`src/rtl/int_jump_ctrl.sv`:
```
// Branch resolution and vectored interrupt entry with a nested return stack.
// Each stack entry holds the return PC, the interrupt source and the saved flags.
module int_jump_ctrl #(
  parameter int AW = 16,
  parameter int NIRQ = 4,
  parameter int DEPTH = 4,
  parameter logic [AW-1:0] VEC_BASE = 16'hF000,
  parameter logic [AW-1:0] VEC_STRIDE = 16'h0010
) (
  input  logic                         clk,
  input  logic                         reset,
  input  logic [AW-1:0]                jmp_address_pm,
  input  logic [AW-1:0]                current_address,
  input  logic [5:0]                   op_dec,
  input  logic [1:0]                   flag_ex,
  input  logic [NIRQ-1:0]              irq,
  input  logic                         irq_en,
  output logic [AW-1:0]                jmp_loc,
  output logic                         pc_mux_sel,
  output logic [NIRQ-1:0]              irq_ack,
  output logic [1:0]                   ret_flags,
  output logic                         ret_flags_vld,
  output logic [$clog2(DEPTH+1)-1:0]   depth,
  output logic                         stack_udf
);

  localparam int DW = $clog2(DEPTH + 1);
  localparam int IW = (NIRQ > 1) ? $clog2(NIRQ) : 1;
  localparam int XW = (DEPTH > 1) ? $clog2(DEPTH) : 1;

  localparam logic [5:0] OP_JV  = 6'b011100;
  localparam logic [5:0] OP_JNV = 6'b011101;
  localparam logic [5:0] OP_JZ  = 6'b011110;
  localparam logic [5:0] OP_JNZ = 6'b011111;
  localparam logic [5:0] OP_JMP = 6'b011000;
  localparam logic [5:0] OP_RET = 6'b010000;

  typedef enum logic [1:0] {
    IDLE   = 2'd0,
    ENTRY1 = 2'd1,
    ENTRY2 = 2'd2
  } state_t;

  typedef struct packed {
    logic [AW-1:0] addr;
    logic [IW-1:0] id;
    logic [1:0]    flags;
  } ent_t;

  state_t        state_q;
  ent_t          stk_q [DEPTH];
  logic [DW-1:0] depth_q;
  logic          udf_q;

  logic [XW-1:0] top_idx;
  logic [XW-1:0] push_idx;
  ent_t          top;
  logic          is_ret;
  logic          taken;
  logic          nonempty;
  logic          accept;
  logic [IW-1:0] src;
  logic [AW-1:0] tgt;
  logic [AW-1:0] ret_addr;
  logic [AW-1:0] vec;

  assign top_idx  = XW'(depth_q - DW'(1));
  assign push_idx = XW'(depth_q);
  assign top      = stk_q[top_idx];
  assign nonempty = (depth_q != '0);
  assign is_ret   = (op_dec == OP_RET);

  always_comb begin
    taken = 1'b0;
    unique case (1'b1)
      (op_dec == OP_JMP): taken = 1'b1;
      (op_dec == OP_RET): taken = 1'b1;
      (op_dec == OP_JV):  taken = flag_ex[0];
      (op_dec == OP_JNV): taken = ~flag_ex[0];
      (op_dec == OP_JZ):  taken = flag_ex[1];
      (op_dec == OP_JNZ): taken = ~flag_ex[1];
      default:            taken = 1'b0;
    endcase
  end

  // RET on an empty stack still redirects, to address zero.
  assign tgt = is_ret ? (nonempty ? top.addr : '0) : jmp_address_pm;

  assign ret_addr = taken ? tgt : current_address + AW'(1);

  always_comb begin
    src = '0;
    for (int i = NIRQ - 1; i >= 0; i--) begin
      if (irq[i]) src = IW'(i);
    end
  end

  assign accept = (state_q == IDLE) && irq_en && (|irq)
                  && (depth_q < DW'(DEPTH)) && !is_ret;

  assign vec = VEC_BASE + AW'(top.id) * VEC_STRIDE;

  always_comb begin
    jmp_loc       = tgt;
    pc_mux_sel    = taken;
    irq_ack       = '0;
    ret_flags     = '0;
    ret_flags_vld = 1'b0;
    unique case (state_q)
      ENTRY1: begin
        jmp_loc    = vec;
        pc_mux_sel = 1'b1;
        irq_ack    = NIRQ'(1) << top.id;
      end
      IDLE: begin
        if (is_ret && nonempty) begin
          ret_flags     = top.flags;
          ret_flags_vld = 1'b1;
        end
      end
      default: ;
    endcase
  end

  always_ff @(posedge clk or negedge reset) begin
    if (!reset) begin
      state_q <= IDLE;
      depth_q <= '0;
      udf_q   <= 1'b0;
      for (int i = 0; i < DEPTH; i++) stk_q[i] <= '0;
    end else begin
      unique case (state_q)
        IDLE: begin
          if (accept) begin
            stk_q[push_idx] <= '{addr: ret_addr, id: src, flags: 2'b00};
            depth_q         <= depth_q + DW'(1);
            state_q         <= ENTRY1;
          end else if (is_ret) begin
            if (nonempty) depth_q <= depth_q - DW'(1);
            else          udf_q   <= 1'b1;
          end
        end
        ENTRY1: state_q <= ENTRY2;
        ENTRY2: begin
          stk_q[top_idx].flags <= flag_ex;
          state_q              <= IDLE;
        end
        default: state_q <= IDLE;
      endcase
    end
  end

  assign depth     = depth_q;
  assign stack_udf = udf_q;

endmodule

```
`config.mk`:
```
export PLATFORM = sky130hd
export DESIGN_NAME = int_jump_ctrl
export DESIGN_NICKNAME = d
export VERILOG_FILES = /design/src/rtl/int_jump_ctrl.sv
export SDC_FILE = /design/constraint.sdc
export NUM_CORES = 1
export LEC_CHECK = 0
export ABC_AREA = 1
export CORE_MARGIN = 4
export CORE_UTILIZATION = 58
export DETAILED_ROUTE_END_ITERATION = 8
export DONT_BUFFER_PORTS = 1
export PLACE_DENSITY = 0.77
export SETUP_SLACK_MARGIN = 0.05
export SYNTH_ARGS = -nofsm -noshare
export SYNTH_HDL_FRONTEND = slang
export SYNTH_SLANG_ARGS = --single-unit
```
`constraint.sdc`:
```
create_clock -name clk -period 2.51 [get_ports clk]
set_input_delay 0.753 -clock clk [delete_from_list [all_inputs] [get_ports clk]]
set_output_delay 0.753 -clock clk [all_outputs]
set_load 0.01 [all_outputs]
```
Word-level counts from Yosys, hierarchy flattened
Cells that the tools add are included.

Flip-flop bits (word level): 86. Input port bits: 47. Output and inout bits: 28. Logic and storage cells: 89.

Add/sub/neg operators: 4. Order comparisons: 5. Equality and inequality tests: 9. Shift operators: 1. Muxes and demuxes: 31. Bitwise operators: 6. Reductions and logical operators: 18.

Operator list (number): bitwise mux 80 bit (2); case mux 80 bit (2 select lines) (1); demux 20 bit (select 2 bit) (2); two-way mux 80 bit (1); two-way mux 16 bit (4); two-way mux 20 bit (3); binary-select mux 20 bit (select 2 bit) (1); equality test 6 x 5 -> 1 bit (second input constant) (6); adder 16 x 1 -> 16 bit (second input constant) (1); two-way mux 2 bit (8); adder 13 x 7 -> 14 bit (first input constant) (1); two-way mux 3 bit (3); logical AND 1 bit (7); >= comparator 3 bit (second input constant) (2); < comparator 3 x 1 -> 1 bit (second input constant) (2); inverter 2 -> 3 bit (2); nonzero test 2 bit (3); case mux 1 bit (5 select lines) (1); two-way mux 4 bit (1); inverter 1 bit (4); case mux 2 bit (2 select lines) (1); AND reduction 4 bit (1); OR reduction 4 bit (1); left shift 1 x 2 -> 4 bit (first input constant) (1); other kinds (13) (15).

Longest topological paths before layout
Depth in word-level cells: 11. Mapped depth: 13. Mapped depth without buffers: 10.

Least setup slack after synthesis
No wires, ideal clock.

Path kind: register -> output. Start: register depth_q[0], in the netlist depth[0]. End: output jmp_loc[5]. Arrival: 1.989 ns. Required time: 1.757 ns. Slack: -0.232 ns. Cell stages (with the launch flop): 12. Path buffers: 3. Cells stage by stage: dfrtp_1 -> buf_4 -> inv_2 -> buf_2 -> ha_1 -> inv_1 -> clkbuf_1 -> nand3_1 -> nand2_1 -> nor2_1 -> nor2_1 -> o21ai_0.

Cells in the longest elaborated chain, start to end: 8. Elaborated cells between the ends (all ways): 10. Those cells by class: add/sub (2); mux (6); bitwise (1); reduce/logical (1).

RTL lines: start: declaration (RTL line 52) `logic [DW-1:0] depth_q;`; start signal: assignment (RTL line 136) `depth_q <= depth_q + DW'(1);`; start signal: assignment (RTL line 139) `if (nonempty) depth_q <= depth_q - DW'(1);`; subtractor 3 x 1 -> 3 bit (*); via top_idx[0] (RTL line 55) `logic [XW-1:0] top_idx;`; inverter 2 -> 3 bit (implied by the code) (*) (RTL line 69) `assign top = stk_q[top_idx];`; binary-select mux 20 bit (select 2 bit) (*) (RTL line 69); two-way mux 20 bit (implied by the code) (*) (2 in a row) (RTL line 69); parallel branches: the longest is 2 deep, another holds adder 13 x 7 -> 14 bit; two-way mux 16 bit (*) (RTL line 109) `unique case (state_q)`; end: declaration (RTL line 18) `output logic [AW-1:0] jmp_loc,`.

Mark *: on every way through the listed nets, which the timed path passes. The select of a mux whose other input is x is not followed.

Worst setup path in the final report
Start: register depth_q[0], in the netlist depth[0]. End: output jmp_loc[15].

Cells in the longest elaborated chain, start to end: 8. Elaborated cells between the ends (all ways): 10. Those cells by class: add/sub (2); mux (6); bitwise (1); reduce/logical (1).

RTL lines (RTL line): parallel branches: the longest is 7 deep, another holds adder 13 x 7 -> 14 bit; two-way mux 16 bit (*) (109).

Every way passes the cells marked *. The select of a mux whose other input is x is not followed.

==> impl_metrics.py <==
metrics = {
    "clock_network": {
        "path_clk_slew_ps": 100,
        "cts_tree": "done",
        "clockBufferDepth": 2,
        "cts.htree.levels": 3,
        "clockRootBuffer": "clkbuf_8",
        "clkLatencyLatePin_ps": 370,
        "clock_sinks": 86,
        "cts_made_buffers": 9,
        "hold_buffers": 0,
    },
    "power_and_ir_drop": {
        "p_per_area_nw_per_um2": 1213,
        "leakagePower_nw": 3.180,
        "p_total_mw": 7.535,
        "peakVddDrop_uv": 772.4,
    },
    "sta": {
        "finalHoldViolCount": 0,
        "finClkSkew_ps": 15.06,
        "setup_violations": 9,
        "layout_min_cycle_time_ps": 2558,
        "finalCritPeriodShare_pct": 101.9,
        "rsz0062_at_grt": "yes",
        "relSlewSlack_pct": 61.05,
        "drv_slew": 0,
        "worst_pin_slew_ps": 579.7,
        "fin_ws_ps": -48.26,
        "fmax_mhz": 390.9,
    },
    "logic_synthesis": {
        "yosysWarningCount": 0,
        "synth_seq_cells": 86,
        "synth_top_area_cell": "dfrtp_1",
        "synth_nets": 825,
        "synth_top_area_share_pct": 41.03,
        "synth.area.top_cells": "dfrtp_1 (41%), nand2_1 (22%), nand3_1 (10%)",
        "seq_area_frac_synth_pct": 41.03,
        "synth_cell_types": 28,
        "synth-edff-count": 0,
        "postSynthCellCount": 770,
        "synth_async_sr_flop_share_pct": 100.0,
        "syn_area_sq_um": 5245,
        "synth.avg_cell_area_sq_um": 6.812,
        "synth-main-ff-cell": "dfrtp_1",
    },
    "final_layout": {
        "drive_above_1_share_pct": 21.23,
        "final_nets": 860,
        "layout_common_cells": "nand2_1 (296), nand3_1 (90), dfrtp_1 (85), nor2_1 (62), inv_1 (47)",
        "final_cells": 918,
        "fill_cells": 687,
        "area_growth_pct": 18.42,
        "diodes": 0,
        "final_common_cell": "nand2_1",
    },
    "floorplan": {
        "start_util_pct": 59.85,
        "die_h_um": 103.1,
        "rows": 34,
        "coreArea_sq_um": 8763,
        "ioPinCount": 75,
        "dieArea_sq_um": 10630,
        "die_w_um": 103.1,
    },
    "critical_path": {
        "cp_max_fo": 8,
        "worst_ep_arrival_time_ps": 1810,
        "worstPathRequired_ps": 1760,
        "cp-end-kind": "output pin",
        "critPathKind": "register to output pin",
        "start_kind": "register",
    },
    "placement": {
        "io_buffer_count": 0,
        "gp_congestion": 0.8813,
        "place.detailed.hpwl_um": 9956,
        "dp_slack_ps": 68.69,
        "dp_cells": 882,
    },
    "drt": {
        "drtIter0Drc": 550,
        "vias": 5341,
        "wl_um": 15980,
        "route.detailed.drc": 0,
        "drt_first_pass_iters": 5,
        "routedWlPerCell_um": 17.41,
        "viasPerCell": 5.818,
        "ant_nets": 0,
    },
    "hold_path": {
        "min_path_type": "input port to asynchronous set/reset pin",
    },
    "global_routing": {
        "grt_max_degree": 87,
        "grt_pass1_vias": 5087,
        "grt.busiest_layer": "met2",
        "met2_usage_pct": 50.62,
        "overflow": 0,
        "antenna_found_initial": 0,
        "track_usage_pct": 30.30,
        "use_met3_pct": 6.901,
        "gr-usage-met1_pct": 37.79,
        "grt_pass1_wl_um": 24770,
    },
    "run_status": {
        "violations": "setup timing",
        "status": "finished with violations",
    },
    "run": {
        "drv_cap": 0,
    },
}
## report_power, final
part | switching (mW) | internal [mW]
clock network | 0.537 | 0.493
logic | 2.56 | 1.61
registers | 0.347 | 1.99
total | 3.44 | 4.09
## critical path, cell delays in order (launching register included)
cell	delay, ps
dfrtp_2	430
inv_2	80
ha_4	230
inv_8	100
buf_12	140
nand3_2	70
nand2_1	80
nor2_2	50
nor2_2	160
nand2_2	100
## layer usage
layer	wire (um)	vias up
li1	-	2477
met1	6137	2511
met2	7900	316
met3	1528	37
met4	417	0
met5	0	-
## cells in the mapped netlist, types with 6 or more instances
cell / n
nor2_1: 91
nand3_1: 106
inv_2: 8
buf_6: 6
nand2_1: 307
nor2_2: 6
o21ai_0: 30
inv_1: 50
ha_1: 8
buf_2: 12
dfrtp_1: 86
nand2_2: 17
## flip-flops by register name, indices dropped and copies added, names as in the netlist
register and flops:
depth 3, stack_udf 1, state_q 2, stk_q 80
## path summary, 6_finish.rpt
check                                       from               endpoint  slack (ps)  depth (start not counted)
max                         depth[0]$_DFFE_PN0P_            jmp_loc[15]         -50                          9
min                                        reset  stk_q[21]$_DFFE_PN0P_          70                          0
max reg2reg                 depth[1]$_DFFE_PN0P_  stk_q[48]$_DFFE_PN0P_         320                         16
min reg2reg                stk_q[46]$_DFFE_PN0P_  stk_q[46]$_DFFE_PN0P_         490                          2
max in group asynchronous                  reset  stk_q[56]$_DFFE_PN0P_        2280                          0
min in group clk           stk_q[46]$_DFFE_PN0P_  stk_q[46]$_DFFE_PN0P_         490                          2
## final cells by class
class,instances,area (sq um),share of cell area (%)
clock buffer,10,137.6,2.216
tap,108,135.1,2.176
sequential,86,2153,34.67
timing repair buffer,52,536.8,8.642
inverter,58,225.2,3.626
clock inverter,6,68.82,1.108
multi-input combinational,598,2954,47.56
## per-stage QoR
step | instance area (sq um) | utilization, % | hold slack, ps | setup TNS (ps)
finish | 6211 | 70.87 | 65.65 | -211.8
global route | 6211 | 70.87 | 49.81 | -1429
CTS | 6055 | 69.09 | 64.65 | -26.30
detailed placement | 5509 | 62.86 | 459.4 | 0
global placement | 5509 | 62.86 | 456.3 | 0
floorplan | 5296 | - | 442.2 | 0
## kinds of logic (layout without fill, tap and decap cells)
group | Yosys count | in the layout | synth area share, %
buffers and inverters | 86 | 126 | 7.586
xor gates and xnor gates | 9 | 9 | 1.503
DFF | 86 | 86 | 41.03
AOI/OAI and AO/OA | 43 | 43 | 4.652
adders and majority gates | 8 | 8 | 1.908
and+or+nand+nor | 538 | 538 | 43.32
## repair_timing
action,in CTS,in global routing
setup buffers,15,3
endpoints found under the setup margin,22,23
resized for setup,57,33
cloned,1,1
pin swaps,41,31
No activity file was read; power rests on OpenSTA's default activity.
